### config.mk
export PLATFORM = sky130hd
export DESIGN_NAME = ps2_rx
export DESIGN_NICKNAME = d
export VERILOG_FILES = /design/src/rtl/ps2_pkg.sv /design/src/rtl/ps2_filter.sv /design/src/rtl/ps2_rx.sv
export SDC_FILE = /design/constraint.sdc
export NUM_CORES = 1
export LEC_CHECK = 0
export CELL_PAD_IN_SITES_DETAIL_PLACEMENT = 1
export CELL_PAD_IN_SITES_GLOBAL_PLACEMENT = 1
export CORE_MARGIN = 3
export CORE_UTILIZATION = 43
export CTS_CLUSTER_DIAMETER = 120
export DETAILED_ROUTE_END_ITERATION = 8
export PLACE_DENSITY_LB_ADDON = 0.05
export SYNTH_ARGS = -nofsm -noshare
export SYNTH_HDL_FRONTEND = slang
export SYNTH_HIERARCHICAL = 1
export SYNTH_SLANG_ARGS = --single-unit
export TNS_END_PERCENT = 1
### constraint.sdc
create_clock -name clk -period 2 [get_ports clk]
set_input_delay 0.4 -clock clk [delete_from_list [all_inputs] [get_ports clk]]
set_output_delay 0.4 -clock clk [all_outputs]
set_load 0.05 [all_outputs]
### src/rtl/ps2_pkg.sv
// Purpose : shared types and constants for the PS/2 receive path.
// Latency : n/a (definitions only).
// Backpressure: n/a.
package ps2_pkg;

   localparam int PS2_DATA_BITS  = 8;
   localparam int PS2_FRAME_BITS = 11;   // start + 8 data + parity + stop

   typedef enum logic [1:0] {
      PS2_IDLE   = 2'd0,
      PS2_DATA   = 2'd1,
      PS2_PARITY = 2'd2,
      PS2_STOP   = 2'd3
   } ps2_state_t;

endpackage

### src/rtl/ps2_filter.sv
// Purpose : 2-FF synchronizer plus stability filter for one raw PS/2 pin.
// Latency : a level change reaches 'level' 2 + FILTER_LEN cycles after the pin moves.
// Backpressure: none; free-running conditioner.
//
// Ports: clk/rst (sync, active-high), pin (raw async input),
//        level (filtered copy, resets to 1 = idle bus level).
module ps2_filter #(
   parameter int FILTER_LEN = 8
) (
   input  logic clk,
   input  logic rst,
   input  logic pin,
   output logic level
);

   localparam int CW = (FILTER_LEN < 2) ? 1 : $clog2(FILTER_LEN + 1);
   localparam logic [CW-1:0] CNT_LAST = CW'(FILTER_LEN - 1);

   logic          sync_1;
   logic          sync_2;
   logic [CW-1:0] cnt;

   // The counter tracks how long the synchronized pin has disagreed with
   // 'level'. Any agreement restarts it, so only a run of FILTER_LEN
   // consecutive differing samples moves the filtered output.
   always_ff @(posedge clk) begin
      if (rst) begin
         sync_1 <= 1'b1;
         sync_2 <= 1'b1;
         level  <= 1'b1;
         cnt    <= '0;
      end else begin
         sync_1 <= pin;
         sync_2 <= sync_1;
         if (sync_2 == level) begin
            cnt <= '0;
         end else if (cnt == CNT_LAST) begin
            level <= sync_2;
            cnt   <= '0;
         end else begin
            cnt <= cnt + 1'b1;
         end
      end
   end

endmodule

### src/rtl/ps2_rx.sv
// Purpose : host-side PS/2 device-to-host frame receiver with valid/ready byte output.
// Latency : valid / error pulses appear FILTER_LEN+3 cycles after the raw stop-bit clock fall.
// Backpressure: one-byte holding register; a good frame arriving while it is full is
//               dropped and flags sticky 'overrun' (a same-cycle accept makes room).
//
// Ports: clk, rst (sync, active-high); ps2_clk/ps2_data (raw pins);
//        data/valid/ready (byte handshake); overrun (sticky), parity_err and
//        frame_err (1-cycle pulses).
// Build option: define PS2_RX_TIMEOUT_EN to abort frames whose clock stalls for
//               TIMEOUT_CYCLES; otherwise a stalled frame waits indefinitely.
module ps2_rx
   import ps2_pkg::*;
#(
   parameter int FILTER_LEN     = 8,
   parameter int TIMEOUT_CYCLES = 80000
) (
   input  logic       clk,
   input  logic       rst,
   input  logic       ps2_clk,
   input  logic       ps2_data,
   output logic [7:0] data,
   output logic       valid,
   input  logic       ready,
   output logic       overrun,
   output logic       parity_err,
   output logic       frame_err
);

   logic ps2_clk_f;
   logic ps2_data_f;
   logic ps2_clk_fd;
   logic fe;

   // Identical filters keep clock and data aligned, so data sampled on the
   // filtered clock fall is the bit the device presented at the raw fall.
   ps2_filter #(.FILTER_LEN(FILTER_LEN)) u_clk_filter (
      .clk   (clk),
      .rst   (rst),
      .pin   (ps2_clk),
      .level (ps2_clk_f)
   );

   ps2_filter #(.FILTER_LEN(FILTER_LEN)) u_data_filter (
      .clk   (clk),
      .rst   (rst),
      .pin   (ps2_data),
      .level (ps2_data_f)
   );

   always_ff @(posedge clk) begin
      if (rst) ps2_clk_fd <= 1'b1;
      else     ps2_clk_fd <= ps2_clk_f;
   end

   assign fe = ps2_clk_fd & ~ps2_clk_f;

   ps2_state_t               state;
   logic [2:0]               bit_cnt;
   logic [PS2_DATA_BITS-1:0] shifter;
   logic                     par_bit;

`ifdef PS2_RX_TIMEOUT_EN
   localparam int TW = $clog2(TIMEOUT_CYCLES + 1);
   localparam logic [TW-1:0] TO_MAX  = TW'(TIMEOUT_CYCLES);
   localparam logic [TW-1:0] TO_FIRE = TW'(TIMEOUT_CYCLES - 1);

   logic [TW-1:0] to_cnt;
   logic          timeout;

   // Cycles since the last falling edge while a frame is open. The abort is
   // registered on the edge that brings the count to TIMEOUT_CYCLES.
   always_ff @(posedge clk) begin
      if (rst || state == PS2_IDLE || fe) to_cnt <= '0;
      else if (to_cnt != TO_MAX)          to_cnt <= to_cnt + 1'b1;
   end

   assign timeout = (state != PS2_IDLE) && (to_cnt == TO_FIRE);
`endif

   always_ff @(posedge clk) begin
      if (rst) begin
         state      <= PS2_IDLE;
         bit_cnt    <= '0;
         shifter    <= '0;
         par_bit    <= 1'b0;
         data       <= '0;
         valid      <= 1'b0;
         overrun    <= 1'b0;
         parity_err <= 1'b0;
         frame_err  <= 1'b0;
      end else begin
         parity_err <= 1'b0;
         frame_err  <= 1'b0;

         // Consumer handshake; a byte loaded below in the same cycle
         // overrides the valid clear.
         if (valid && ready) begin
            valid   <= 1'b0;
            overrun <= 1'b0;
         end

         if (fe) begin
            case (state)
               PS2_IDLE: begin
                  if (!ps2_data_f) begin
                     state   <= PS2_DATA;
                     bit_cnt <= '0;
                     shifter <= '0;
                  end
               end
               PS2_DATA: begin
                  // LSB arrives first: insert at MSB, shift toward bit 0.
                  shifter <= {ps2_data_f, shifter[PS2_DATA_BITS-1:1]};
                  bit_cnt <= bit_cnt + 3'd1;
                  if (bit_cnt == 3'(PS2_DATA_BITS - 1)) state <= PS2_PARITY;
               end
               PS2_PARITY: begin
                  par_bit <= ps2_data_f;
                  state   <= PS2_STOP;
               end
               PS2_STOP: begin
                  state <= PS2_IDLE;
                  if (!ps2_data_f) begin
                     frame_err <= 1'b1;
                  end else if (!(^{shifter, par_bit})) begin
                     parity_err <= 1'b1;
                  end else if (valid && !ready) begin
                     overrun <= 1'b1;
                  end else begin
                     data  <= shifter;
                     valid <= 1'b1;
                  end
               end
               default: state <= PS2_IDLE;
            endcase
         end
`ifdef PS2_RX_TIMEOUT_EN
         else if (timeout) begin
            state     <= PS2_IDLE;
            frame_err <= 1'b1;
         end
`endif
      end
   end

endmodule
==> results of run 1 <==
## routing by layer
layer | vias to the layer above | wire length [µm] | track usage (%)
li1 | 625 | - | -
met1 | 578 | 1467 | 18.29
met2 | 17 | 1572 | 24.58
met3 | 6 | 116 | 4.783
met4 | 0 | 53 | 5.857
met5 | - | 0 | 0
## power by group
group | switching, µW | total, µW | leakage [µW] | internal, µW
registers | 2.46 | 823 | 0.000331 | 820
logic | 16.2 | 36.8 | 0.000383 | 20.6
clock network | 278 | 684 | 0.0000574 | 406
total | 297 | 1540 | 0.000772 | 1250
## placed cells by master (no fill, tap or decap)
cell type | Yosys | routed
xnor3_1 | 1 | 1
nand2b_1 | 13 | 13
a22oi_1 | 10 | 10
buf_4 | 0 | 3
and3b_1 | 2 | 2
nor2_1 | 21 | 21
a22o_2 | 1 | 1
clkdlybuf4s50_1 | 0 | 16
or2b_1 | 3 | 3
xor2_1 | 2 | 2
a21boi_0 | 1 | 1
nand2_1 | 4 | 4
and2_1 | 1 | 1
ha_1 | 9 | 9
o21ai_0 | 5 | 5
nand4_1 | 1 | 1
clkbuf_8 | 0 | 6
a21oi_1 | 6 | 6
or2_2 | 5 | 5
xnor2_2 | 1 | 1
nor3_1 | 4 | 4
buf_12 | 0 | 1
clkinvlp_4 | 0 | 1
dfxtp_1 | 41 | 41
nand3_1 | 4 | 4
bufinv_16 | 0 | 1
mux2i_1 | 9 | 9
a311oi_1 | 1 | 1
or3_4 | 2 | 2
nor2b_1 | 2 | 2
xnor2_1 | 10 | 10
inv_1 | 8 | 8
a211oi_1 | 1 | 1
## registers in the layout, summed over array words and instances (netlist names), 2 cells and up
signal and flops:
data 8, u_clk_filter/cnt 4, bit_cnt 3, state 2
u_data_filter/cnt 4, shifter 8
## layout make-up
cell class / instances / area, µm²
fill: 442 / 1693
multi-input combinational: 119 / 844.6
sequential: 41 / 820.8
timing repair buffer: 20 / 202.7
clock buffer: 6 / 82.58
tap: 48 / 60.06
clock inverter: 2 / 37.54
inverter: 8 / 30.03
## per-stage QoR
stage	hold WS, ns	instances
6_report	0.4195	244
5_1_grt	0.4307	244
4_1_cts	0.4270	244
3_5_place_dp	0.4030	236
3_3_place_gp	0.3990	236
2_1_floorplan	0.3895	174
## kinds of logic after synthesis
family                   synth area share [%]
AND/OR/NAND/NOR                         19.36
flip-flops                              47.57
AO/OA/AOI/OAI                           9.500
XOR/XNOR                                8.339
buffers and inverters                   3.481
multiplexers                            5.221
adder cells (fa/ha/maj)                 6.527
## worst max path at each step
| stage | startpoint | end | slack [ns] |
|---|---|---|---|
| finish | data[7]$_SDFFE_PP0P_ | data[7] | 0.12 |
| global route | data[7]$_SDFFE_PP0P_ | data[7] | 0.07 |
| CTS | data[7]$_SDFFE_PP0P_ | data[7] | 0.12 |
| detailed placement | ready | data[1]$_SDFFE_PP0P_ | 0.16 |
| global placement | ready | data[0]$_SDFFE_PP0P_ | 0.23 |
| floorplan | shifter[2]$_SDFFE_PP0P_ | data[0]$_SDFFE_PP0P_ | 0.41 |
==> summary.md, run 1 <==
| Metric | Value |
|---|---|
| Stages on the worst setup path | `1` |
| Final max-slew violation count | `0` |
| Final Hold Viols | `0` |
| Post-DR vias/cell | `5.025` |
| Post-CTS Setup Bufs | `0` |
| Area delta synth->final | `20.45%` |
| Synth Instances | `174` |
| Cell Rows | `22` |
| Antenna diodes | `0` |
| Clock-pin slew on the worst setup and hold paths | `~0.080 ns` |
| Reg-to-Reg Start | `shifter[2]$_SDFFE_PP0P_` |
| Avg Inst Size Synth | `slightly below 10 µm²` |
| Async SR Flop Fraction | `0%` |
| VDD IR max | `0.0004136 V` |
| Worst hold endpoint | `u_clk_filter/sync_2$_SDFF_PP1_` |
| Top-count cell post-synth | `dfxtp_1` |
| Number of global-route vias before repair | `1308` |
| Core area | `3771 µm²` |
| Total grt overflow | `0` |
| Clk Latency, worst-skew pair | `0.29 ns` |
| Initial antenna violation count | `0` |
| Layout cells sized above 1 | `10.71%` |
| Post-Syn Area | `1725 µm²` |
| Synth area leader | `dfxtp_1` |
| Critical path launch point type | `register` |
| Mapped Nets | `188` |
| Commonest register cell after synthesis | `dfxtp_1` |
| H-tree depth | `2` |
| Detailed placement HPWL | `2399 µm` |
| Overall Global Routing Usage | `15.02%` |
| Status | `complete, no violations` |
| Share of the synthesized area in the top cell type | `47.57%` |
| Critical path type | `reg2out` |
| Post-route ant nets | `0` |
| DIE AREA | `4809 µm²` |
| Synth area leaders | `dfxtp_1 (48%), ha_1 (6.5%), mux2i_1 (5.2%)` |
| Critical Path AT | `1.48 ns` |
| Routability cong. | `between 0.7 and 0.8` |
| Final TNS setup | `0 ns` |
| CTS sink cnt | `41` |
| TritonCTS clock tree | `done` |
| Slew @ Worst Pin | `between 0.5 and 0.6 ns` |
| First-pass GRT wire length | `5865 µm` |
| Slowest cell on the critical path | `clkdlybuf4s50_1` |
| RSZ-0062 raised after global routing | `no` |
| First drt pass iteration count | `3` |
| Power, Total | `1544 µW` |
| Relative slew margins | `approximately 67%` |
| Crit-path max FO | `3` |
| WP data required | `about 1.6 ns` |
| Clock Tree Root | `clkbuf_8` |
| Worst hold path type | `reg2reg` |
| Crit path time final | `around 1.9 ns` |
| Crit-path cells | `clkdlybuf4s50_1` |
| I/O Pins | `17` |
| Clk_skew | `0.004672 ns` |
| Die W | `69.35 µm` |
| Placed Instance Area | `1958 µm²` |
| Worst hold start | `u_clk_filter/sync_1$_SDFF_PP1_` |
| Post-Layout Inst Area | `2078 µm²` |
| Hold Buf Count CTS | `0` |
| DR WL/cell | `13.16 µm` |
| Largest delay share family, worst path | `buffers and inverters` |
| PostCTS Resize Cnt | `0` |
| R2r worst-path depth | `6` |
| Post-synth EDFFs | `0` |
| CP Buf/Inv Count | `1` |
| Max-Cap Viols | `0` |
| Final setup violation count | `0` |
| CP Capture Type | `output port` |
| Min setup slack post-route | `~0.12 ns` |
| Synth top cells by count | `dfxtp_1 (41), nor2_1 (21), nand2b_1 (13)` |
| DR vias | `1226` |
| Sequential-to-total area share from yosys stat | `a little under half` |
| Hold depth | `1` |
| DRC viols | `0` |
| Port Buf Inserts | `16` |
| Yosys reg bits | `between 40 and 50` |
| Largest net degree at the start of global routing | `43` |
| Layout Nets | `about 210` |
| Max Buffers Root-to-Sink | `2` |
| Post-synthesis cell type count | `29` |
| Drt initial violations | `25` |
| FF-to-FF End | `data[4]$_SDFFE_PP0P_` |
| Pwr dens | `742.8 nW/µm²` |
| Placement Setup Slack | `around 0.16 ns` |
| Total CTS buffers | `5` |
| Slowest Stage Delay on Critical Path | `0.82 ns` |
| Synth warn | `6` |
| Chip Height | `69.35 µm` |
| Fin util | `a little under three fifths` |
| Leakage power total | `0.0007722 µW` |
| Maximum clock rate | `about 530 MHz` |
| WL final | `3210 µm` |
| Period utilization | `94.23%` |
| Reg2reg setup slack | `0.22 ns` |
| Initial Util | `between 40% and 50%` |
No activity file was read; power rests on OpenSTA's default activity.
==> inputs of run 2 (changes only) <==
Settings changed: ABC_CLOCK_PERIOD_IN_PS from default to 2000.
==> results of run 2 <==
The final DEF is identical to that of run 1; final timing and power are the same.
==> inputs of run 3 (changes only) <==
==> constraint.sdc (replaced) <==
create_clock -name clk -period 2 [get_ports clk]
set_input_delay 0.6 -clock clk [delete_from_list [all_inputs] [get_ports clk]]
set_output_delay 0.6 -clock clk [all_outputs]
set_load 0.05 [all_outputs]
==> summary.md, run 3 (synthesis results as in run 1) <==
| Metric | Value |
|---|---|
| Fin util | `54.71% (-0.40 points)` |
| Period utilization | `88.48% (-5.7 points)` |
| Sw Share | `17.96% (-1.3 points)` |
| Overall Global Routing Usage | `15.05% (+0.024 points)` |
| Final Hold Viols | `0 (unchanged)` |
| H-tree depth | `2 (unchanged)` |
| Clock Tree Root | `clkbuf_8` |
| Clock-pin slew on the worst setup and hold paths | `0.08 ns (about the same)` |
| Worst hold start | `u_clk_filter/sync_1$_SDFF_PP1_` |
| Area delta synth->final | `19.58%` |
| Die W | `69.35 µm (unchanged)` |
| Pwr dens | `789.7 nW/µm² (+6.3%)` |
| Pint | `1337 µW (+7.2%)` |
| Final setup violation count | `0 (unchanged)` |
| Post-CTS Setup Bufs | `0 (unchanged)` |
| Initial Util | `45.75% (unchanged)` |
| Hold Buf Count CTS | `0 (unchanged)` |
| CP Capture Type | `register` |
| VDD IR max | `0.0006483 V (+57%)` |
| Reg-to-Reg Start | `shifter[2]$_SDFFE_PP0P_` |
| Flop pwr share | `50.5% (-2.8 points)` |
| Routability cong. | `0.7208 (-7.3%)` |
| Critical path launch point type | `register` |
| Crit path time final | `1.770 ns (-0.1150 ns)` |
| Chip Height | `69.35 µm (unchanged)` |
| Number of global-route vias before repair | `1306 (-0.15%)` |
| R2r worst-path depth | `6 (unchanged)` |
| Most frequent cells in the layout | `dfxtp_1 (41), nor2_1 (21), buf_4 (15)` |
| Slew @ Worst Pin | `0.4271 ns (-0.07337 ns)` |
| First drt pass iteration count | `4 (+1)` |
| Drt initial violations | `38 (+52%)` |
| Post-route ant nets | `0 (unchanged)` |
| Initial antenna violation count | `0 (unchanged)` |
| DRC viols | `0 (unchanged)` |
| Layout Nets | `209 (unchanged)` |
| I/O Pins | `17 (unchanged)` |
| Relative slew margins | `71.23% (+4.7 points)` |
| Max Buffers Root-to-Sink | `2 (unchanged)` |
| FF-to-FF End | `data[2]$_SDFFE_PP0P_` |
| Detailed placement HPWL | `2324 µm (-3.1%)` |
| Worst hold endpoint | `u_clk_filter/sync_2$_SDFF_PP1_` |
| Post-Layout Inst Area | `2063 µm² (-0.72%)` |
| Crit-path max FO | `7 (+4)` |
| Final max-slew violation count | `0 (unchanged)` |
| RSZ-0062 raised after global routing | `no` |
| Critical Path AT | `1.95 ns (+0.47 ns)` |
| TritonCTS clock tree | `done` |
| Registers with the most flip-flops | `data: 8 flops, shifter: 8 flops` |
| Port Buf Inserts | `16 (unchanged)` |
| Critical path type | `reg2reg` |
| Status | `complete, no violations` |
| Combinational power share | `2.3% (about the same)` |
| Placed Instance Area | `1928 µm² (-1.5%)` |
| Cell Rows | `22 (unchanged)` |
| Reg2reg setup slack | `0.23 ns (about the same)` |
| Post-DR vias/cell | `5.078 (+1.1%)` |
| Total CTS buffers | `5 (unchanged)` |
| Clk_skew | `0.002829 ns (-0.001843 ns)` |
| Maximum clock rate | `565.1 MHz (+6.5%)` |
| Psw | `292.6 µW (-1.5%)` |
| Hold depth | `1 (unchanged)` |
| CTS sink cnt | `41 (unchanged)` |
| WL final | `3213 µm (about the same)` |
| Clock network fraction of design power | `47.2% (+2.9 points)` |
| Worst hold path type | `reg2reg` |
| DR vias | `1239 (+1.1%)` |
| Fill count | `421 (-4.8%)` |
| Largest net degree at the start of global routing | `43 (unchanged)` |
| Total grt overflow | `0 (unchanged)` |
| Antenna diodes | `0 (unchanged)` |
| Layout cells sized above 1 | `17.35% (+6.6 points)` |
| WP data required | `2.18 ns (+0.58 ns)` |
| Hold WS | `0.4169 ns (-0.002538 ns)` |
| Clk Latency, worst-skew pair | `0.28 ns (about the same)` |
| Max-Cap Viols | `0 (unchanged)` |
| Placement Setup Slack | `-0.009001 ns (-0.1688 ns)` |
| Commonest non-fill, non-tap cell in the layout | `dfxtp_1` |
| Core area | `3771 µm² (unchanged)` |
| PostCTS Resize Cnt | `0 (unchanged)` |
| DR WL/cell | `13.17 µm (about the same)` |
| First-pass GRT wire length | `5858 µm (-0.12%)` |
| Min setup slack post-route | `0.2304 ns (+0.1150 ns)` |
| DIE AREA | `4809 µm² (unchanged)` |
| Leakage power total | `0.0008072 µW (+4.5%)` |
==> run 3: cell count changes in the layout (fill, tap and decap cells not counted), sizes merged <==
cell           before  now
clkdlybuf4s50      16    4
clkbuf              6    5
buf                 4   16
clkinv              0    1
clkinvlp            1    0
bufinv              1    2
==> run 3: worst max path at each step <==
stage                             from                   end  slack [ns]  depth (start not counted)
2_1_floorplan  shifter[2]$_SDFFE_PP0P_  data[0]$_SDFFE_PP0P_        0.41                          6
3_3_place_gp                     ready  data[0]$_SDFFE_PP0P_        0.03                          6
3_5_place_dp                     ready  data[4]$_SDFFE_PP0P_      -0.009                          6
4_1_cts        shifter[2]$_SDFFE_PP0P_  data[4]$_SDFFE_PP0P_        0.22                          6
5_1_grt        shifter[6]$_SDFFE_PP0P_  data[3]$_SDFFE_PP0P_        0.09                          6
6_report       shifter[2]$_SDFFE_PP0P_  data[2]$_SDFFE_PP0P_        0.23                          6
==> run 3: power groups by stage <==
| stage | registers [µW] | clock network, µW | logic, µW |
|---|---|---|---|
| final | 823 | 769 | 37.0 |
| after CTS | 823 | 788 | 37.8 |
| after floorplan | 842 | 0 | 19.0 |
| after global routing | 824 | 833 | 41.1 |
| after detailed placement | 842 | 0 | 37.8 |
| after global placement | 842 | 0 | 36.1 |
==> run 3: cell type report <==
class,instances,area [µm²],share of cell area [%]
tap,48,60.06,2.911
clock inverter,3,65.06,3.153
clock buffer,5,68.82,3.335
sequential,41,820.8,39.78
inverter,8,30.03,1.455
timing repair buffer,20,172.7,8.369
multi-input combinational,119,845.8,40.99
==> run 3: per-stage QoR <==
step | TNS [ns] | instances | power (µW)
4_1_cts | 0 | 244 | 1649
5_1_grt | 0 | 244 | 1698
3_3_place_gp | 0 | 236 | 878.1
2_1_floorplan | 0 | 174 | 860.7
6_report | 0 | 244 | 1629
3_5_place_dp | -0.01616 | 236 | 880.0
==> run 3: critical path: stages (launching register included) <==
cell and delay, ns:
dfxtp_1 0.34, xnor2_1 0.27, xnor2_2 0.18, xnor3_1 0.41
nor2b_1 0.16, buf_4 0.17, mux2i_1 0.12
==> run 3: metal layers <==
layer	track usage [%]	vias up	share of wire [%]
met4	5.206	0	0.75
met2	24.15	20	46
li1	-	623	-
met3	6.087	2	4.9
met5	0	-	0
met1	18.16	594	48
==> variant 1: new RTL, config.mk and constraints of run 1 <==
The 4 states of `ps2_state_t` get a one-hot encoding in 4 bits.
--- a/src/rtl/ps2_pkg.sv
+++ b/src/rtl/ps2_pkg.sv
@@ -6,11 +6,11 @@
    localparam int PS2_DATA_BITS  = 8;
    localparam int PS2_FRAME_BITS = 11;   // start + 8 data + parity + stop
 
-   typedef enum logic [1:0] {
-      PS2_IDLE   = 2'd0,
-      PS2_DATA   = 2'd1,
-      PS2_PARITY = 2'd2,
-      PS2_STOP   = 2'd3
+   typedef enum logic [3:0] {
+      PS2_IDLE   = 4'b0001,
+      PS2_DATA   = 4'b0010,
+      PS2_PARITY = 4'b0100,
+      PS2_STOP   = 4'b1000
    } ps2_state_t;
 
 endpackage
Function: same outputs for any inputs over 10 cycles, from zero or initial values and one cycle with rst high; not proved beyond that.
==> variant 1 against run 1 <==
- worst setup slack improved by 12 ps
- wire length increased by 7.1%
- final area rose by 1.3%
- core utilization is 0.074 points lower
- sequential cell count rose by 2
- total power down 7.8%
- area after synthesis grew 3.8%
- count of clock-buffer cells in the layout grew 1
- critical path type unchanged
- largest cell class unchanged
==> variant 1: results (changes against run 1) <==
| Metric | Value |
|---|---|
| RePlAce Congestion | `0.8252 (+6.1%)` |
| Nets | `205 (-1.9%)` |
| First-pass GRT wire length | `6203 um (+5.8%)` |
| CP startpoint | `valid` |
| GRT Util Overall | `0.1539 (+0.003687)` |
| Worst r2r dst | `data[2]` |
| Path depth of the worst reg2reg path | `4 (-2)` |
| Final wirelength | `3438 um (+7.1%)` |
| Area contributors post-synth | `dfxtp_1 48%, nand2b_1 6.3%, mux2i_1 5.6%` |
| Setup Skew | `7.199 ps (+2.528 ps)` |
| Distinct cells, synth | `35 (+21%)` |
| Synth Area per Inst | `10.18 um^2 (+2.7%)` |
| Dpl ws | `130.8 ps (-28.95 ps)` |
| # fillers | `422 (-4.5%)` |
| Worst-path fanout max | `4 (+1)` |
| Reg-to-Reg Start | `shifter[1]` |
| Placed Cells | `237 (+0.42%)` |
| Worst Tran Pin Value | `498.1 ps (-2.321 ps)` |
| Switching power total | `296.7 uW (-0.11%)` |
| Number of global-route vias before repair | `1355 (+3.6%)` |
| Largest net degree at the start of global routing | `46 (+7.0%)` |
| Vias | `1285 (+4.8%)` |
| Hold path endpoint | `u_data_filter/sync_2` |
| Initial drt markers | `46 (+84%)` |
| Ratio of cells with drive above 1 in the final layout | `0.1066 (-0.0005439)` |
| Hold path startpoint | `u_data_filter/sync_1` |
| Post-DP HPWL | `2400 um (about the same)` |
| Status | `finished, final reports clean` |
==> variant 1: kinds of logic after synthesis <==
group	count (synthesis)	synth area share
AND/OR/NAND/NOR	70	0.2325
flip-flops	43	0.4804
AO/OA/AOI/OAI	24	0.08799
XOR/XNOR	13	0.07961
buffers and inverters	11	0.02304
multiplexers	11	0.06844
adder cells (fa/ha/maj)	4	0.02793
==> variant 1: final cells by class <==
cell class	instances	share of cell area
multi-input cells	122	0.4225
flip-flops and latches	43	0.4088
repair buffers	19	0.09269
clock buffers	7	0.03624
well taps	48	0.02852
inverters	5	0.008913
clock inverters	1	0.002377
==> variant 1: how the worst max path moves through the flow <==
stage	endpoint	slack (ps)	depth (start not counted)
after floorplan	data[0]	380	4
after global placement	data[5]	190	5
after detailed placement	data[6]	130	5
after CTS	valid	110	1
after global routing	valid	70	1
final	valid	130	1
==> variant 1: power groups by stage <==
stage / logic (mW) / clock network [mW] / registers [mW]
final: 0.0388 / 0.522 / 0.863
after floorplan: 0.0219 / 0 / 0.882
after CTS: 0.0393 / 0.542 / 0.863
after detailed placement: 0.0394 / 0 / 0.883
after global routing: 0.0426 / 0.583 / 0.864
after global placement: 0.0379 / 0 / 0.883
==> variant 1: layer usage <==
layer  GRT usage  wire [um]
met1      0.1809       1526
met5           0          0
met4     0.06681         65
met2      0.2682       1707
met3     0.03551        138
==> variant 1: through the flow <==
step / total power [mW] / hold WS (ps) / instance area [um^2]
4_1_cts: 1.444 / 417.4 / 2106
3_3_place_gp: 0.9206 / 396.1 / 2024
2_1_floorplan: 0.9042 / 389.5 / 1792
3_5_place_dp: 0.9223 / 397.6 / 2024
5_1_grt: 1.489 / 454.9 / 2106
6_report: 1.424 / 415.4 / 2106
==> variant 2: new RTL, flow settings as in run 1 <==
Without the edit above. `FILTER_LEN` is set to 8 in 2 places; all go to 16.
--- a/src/rtl/ps2_filter.sv
+++ b/src/rtl/ps2_filter.sv
@@ -5,7 +5,7 @@
 // Ports: clk/rst (sync, active-high), pin (raw async input),
 //        level (filtered copy, resets to 1 = idle bus level).
 module ps2_filter #(
-   parameter int FILTER_LEN = 8
+   parameter int FILTER_LEN = 16
 ) (
    input  logic clk,
    input  logic rst,
--- a/src/rtl/ps2_rx.sv
+++ b/src/rtl/ps2_rx.sv
@@ -11,7 +11,7 @@
 module ps2_rx
    import ps2_pkg::*;
 #(
-   parameter int FILTER_LEN     = 8,
+   parameter int FILTER_LEN     = 16,
    parameter int TIMEOUT_CYCLES = 80000
 ) (
    input  logic       clk,
Check against the original RTL: no difference found for any inputs over 10 cycles, from zero or initial values and one cycle with rst high; that may be too few to reach the edited logic, so the function may still have changed.
==> variant 2 against run 1 <==
- final area increased by 2.2%
- synthesized cell count increased by 3.4%
- sequential cell count increased by 2
- critical path depth unchanged
- wire length increased by 11%
- first-iteration DRC count increased by 110%
- total power decreased by 4.8%
- register-to-register slack got worse by 40 ps
- area after synthesis increased by 4.6%
- worst setup slack about the same
- largest power group unchanged
==> variant 2: results (changes against run 1) <==
| Metric | Value |
|---|---|
| Status | `finished, final reports clean` |
| PortBufs | `16 (unchanged)` |
| Clock latency at the later pin of the worst-skew pair | `310 ps (+20 ps)` |
| Largest net degree at the start of global routing | `43 (unchanged)` |
| First-pass GRT wire length | `6196 um (+5.6%)` |
| Number of global-route vias before repair | `1352 (+3.4%)` |
| Delay-heaviest family, CP | `buffers and inverters` |
| WL/cell | `14.37 um (+9.2%)` |
| Initial antenna violation count | `0 (unchanged)` |
| Setup Skew | `9.083 ps (+4.411 ps)` |
| Post-CTS setup buffers | `0 (unchanged)` |
| Fin crit share | `0.9424 (about the same)` |
| Main synth FF type | `dfxtp_1` |
| Post-DP HPWL | `2604 um (+8.5%)` |
| Worst Tran Pin Value | `520.1 ps (+19.68 ps)` |
| Nets | `216 (+3.3%)` |
| GRT overflow | `0 (unchanged)` |
| Clk root buf | `clkbuf_8` |
| Fraction of registers with async set/reset | `0 (unchanged)` |
| Worst-path clk slew | `about 90 ps` |
| Area contributors post-synth | `dfxtp_1 48%, ha_1 7.6%, mux2i_1 5.0%` |
| Mapped Nets | `196 (+4.3%)` |
| Synth cell count leaders | `43 x dfxtp_1, 23 x nor2_1, 13 x nand2b_1, 11 x ha_1` |
| Worst-path fanout max | `3 (unchanged)` |
| H-tree Lvls | `2 (unchanged)` |
| Static Leakage | `0.7621 nW (-1.3%)` |
| CTS max path bufs | `2 (unchanged)` |
| Crit path DAT | `1480 ps (about the same)` |
| Slowest CP cell | `clkdlybuf4s50_1` |
| DR pass1 iterations | `4 (+1)` |
| Sw frac | `0.2304 (+0.03797)` |
| # fillers | `438 (-0.90%)` |
| Initial drt markers | `52 (+110%)` |
| Gates resized, CTS repair | `0 (unchanged)` |
| Synth warn | `6 (unchanged)` |
| Register area share after synthesis | `0.4768 (+0.001077)` |
| Regs by FF count | `data (8), shifter (8)` |
| Ratio of cells with drive above 1 in the final layout | `0.1095 (+0.002310)` |
| Inserted Clock Buffers | `5 (unchanged)` |
| Distinct cells, synth | `30 (+3.4%)` |
| # diodes | `0 (unchanged)` |
| Vias | `1269 (+3.5%)` |
| Max stage delay on crit path | `between 800 and 900 ps` |
| Peak VDD IR | `0.0005787 V (+40%)` |
| Fin. max-slew vios | `0 (unchanged)` |
| GRT Util Overall | `0.1563 (+0.006068)` |
| RePlAce Congestion | `0.7404 (-4.8%)` |
| Hold WC Path Type | `flop to flop` |
variant 2: cell types whose count changed in the layout (fill, tap and decap cells not counted):
cell        change
nor2_1          +2
buf_4           -1
bufinv_16       -1
inv_6           +1
a21oi_1         -2
and3b_1         -2
o21ai_0         -2
ha_1            +2
dfxtp_1         +2
nor2b_1         +2
clkinvlp_4      +1
clkbuf_8        -1
and3_1          +2
a211o_2         +2
variant 2: logic make-up after synthesis:
group           share of synthesized area
buf+inv                           0.03327
xor+xnor                          0.07970
compound gates                    0.09078
mux                               0.04990
fa+ha+maj                         0.07623
flops                              0.4768
simple gates                       0.1933
variant 2: cell type report:
cell class	count	area [um^2]	share of cell area
clock buffers	5	68.82	0.03241
multi-input cells	123	884.6	0.4166
flip-flops and latches	43	860.8	0.4054
repair buffers	19	195.2	0.09193
clock inverters	3	23.77	0.01120
inverters	8	30.03	0.01414
well taps	48	60.06	0.02829
variant 2: stage by stage:
stage	setup WS, ps	util	cell area (um^2)	hold slack, ps	cells
3_5_place_dp	140.7	0.5269	2031	401.5	241
4_1_cts	100.2	0.5510	2123	423.9	249
5_1_grt	32.76	0.5510	2123	436.8	249
6_report	115.2	0.5510	2123	420.1	249
3_3_place_gp	203.3	0.5269	2031	393.8	241
2_1_floorplan	410.5	-	1805	389.5	180
variant 2: worst paths after layout:
kind | start | endpoint | slack, ps | cells past startpoint
worst max-delay path | data[7] | data[7] | 120 | 1
worst min-delay path | u_clk_filter/sync_1 | u_clk_filter/sync_2 | 420 | 1
worst max register to register | shifter[2] | data[6] | 180 | 6
worst min register to register | u_clk_filter/sync_1 | u_clk_filter/sync_2 | 420 | 1
variant 2: metal layers:
metal  up-vias  global-route usage  wire length [um]
li1        638                   -                 -
met1       599              0.1854              1617
met2        24              0.2606              1731
met3         8             0.04261               158
met4         0             0.07516                71
met5         -                   0                 0
variant 2: power by group through the flow:
stage | Sequential (mW) | Combinational (mW) | Clock [mW]
after floorplan | 0.883 | 0.0187 | 0
after global placement | 0.883 | 0.0370 | 0
after detailed placement | 0.883 | 0.0381 | 0
after CTS | 0.863 | 0.0382 | 0.589
after global routing | 0.864 | 0.0416 | 0.619
final | 0.863 | 0.0379 | 0.568
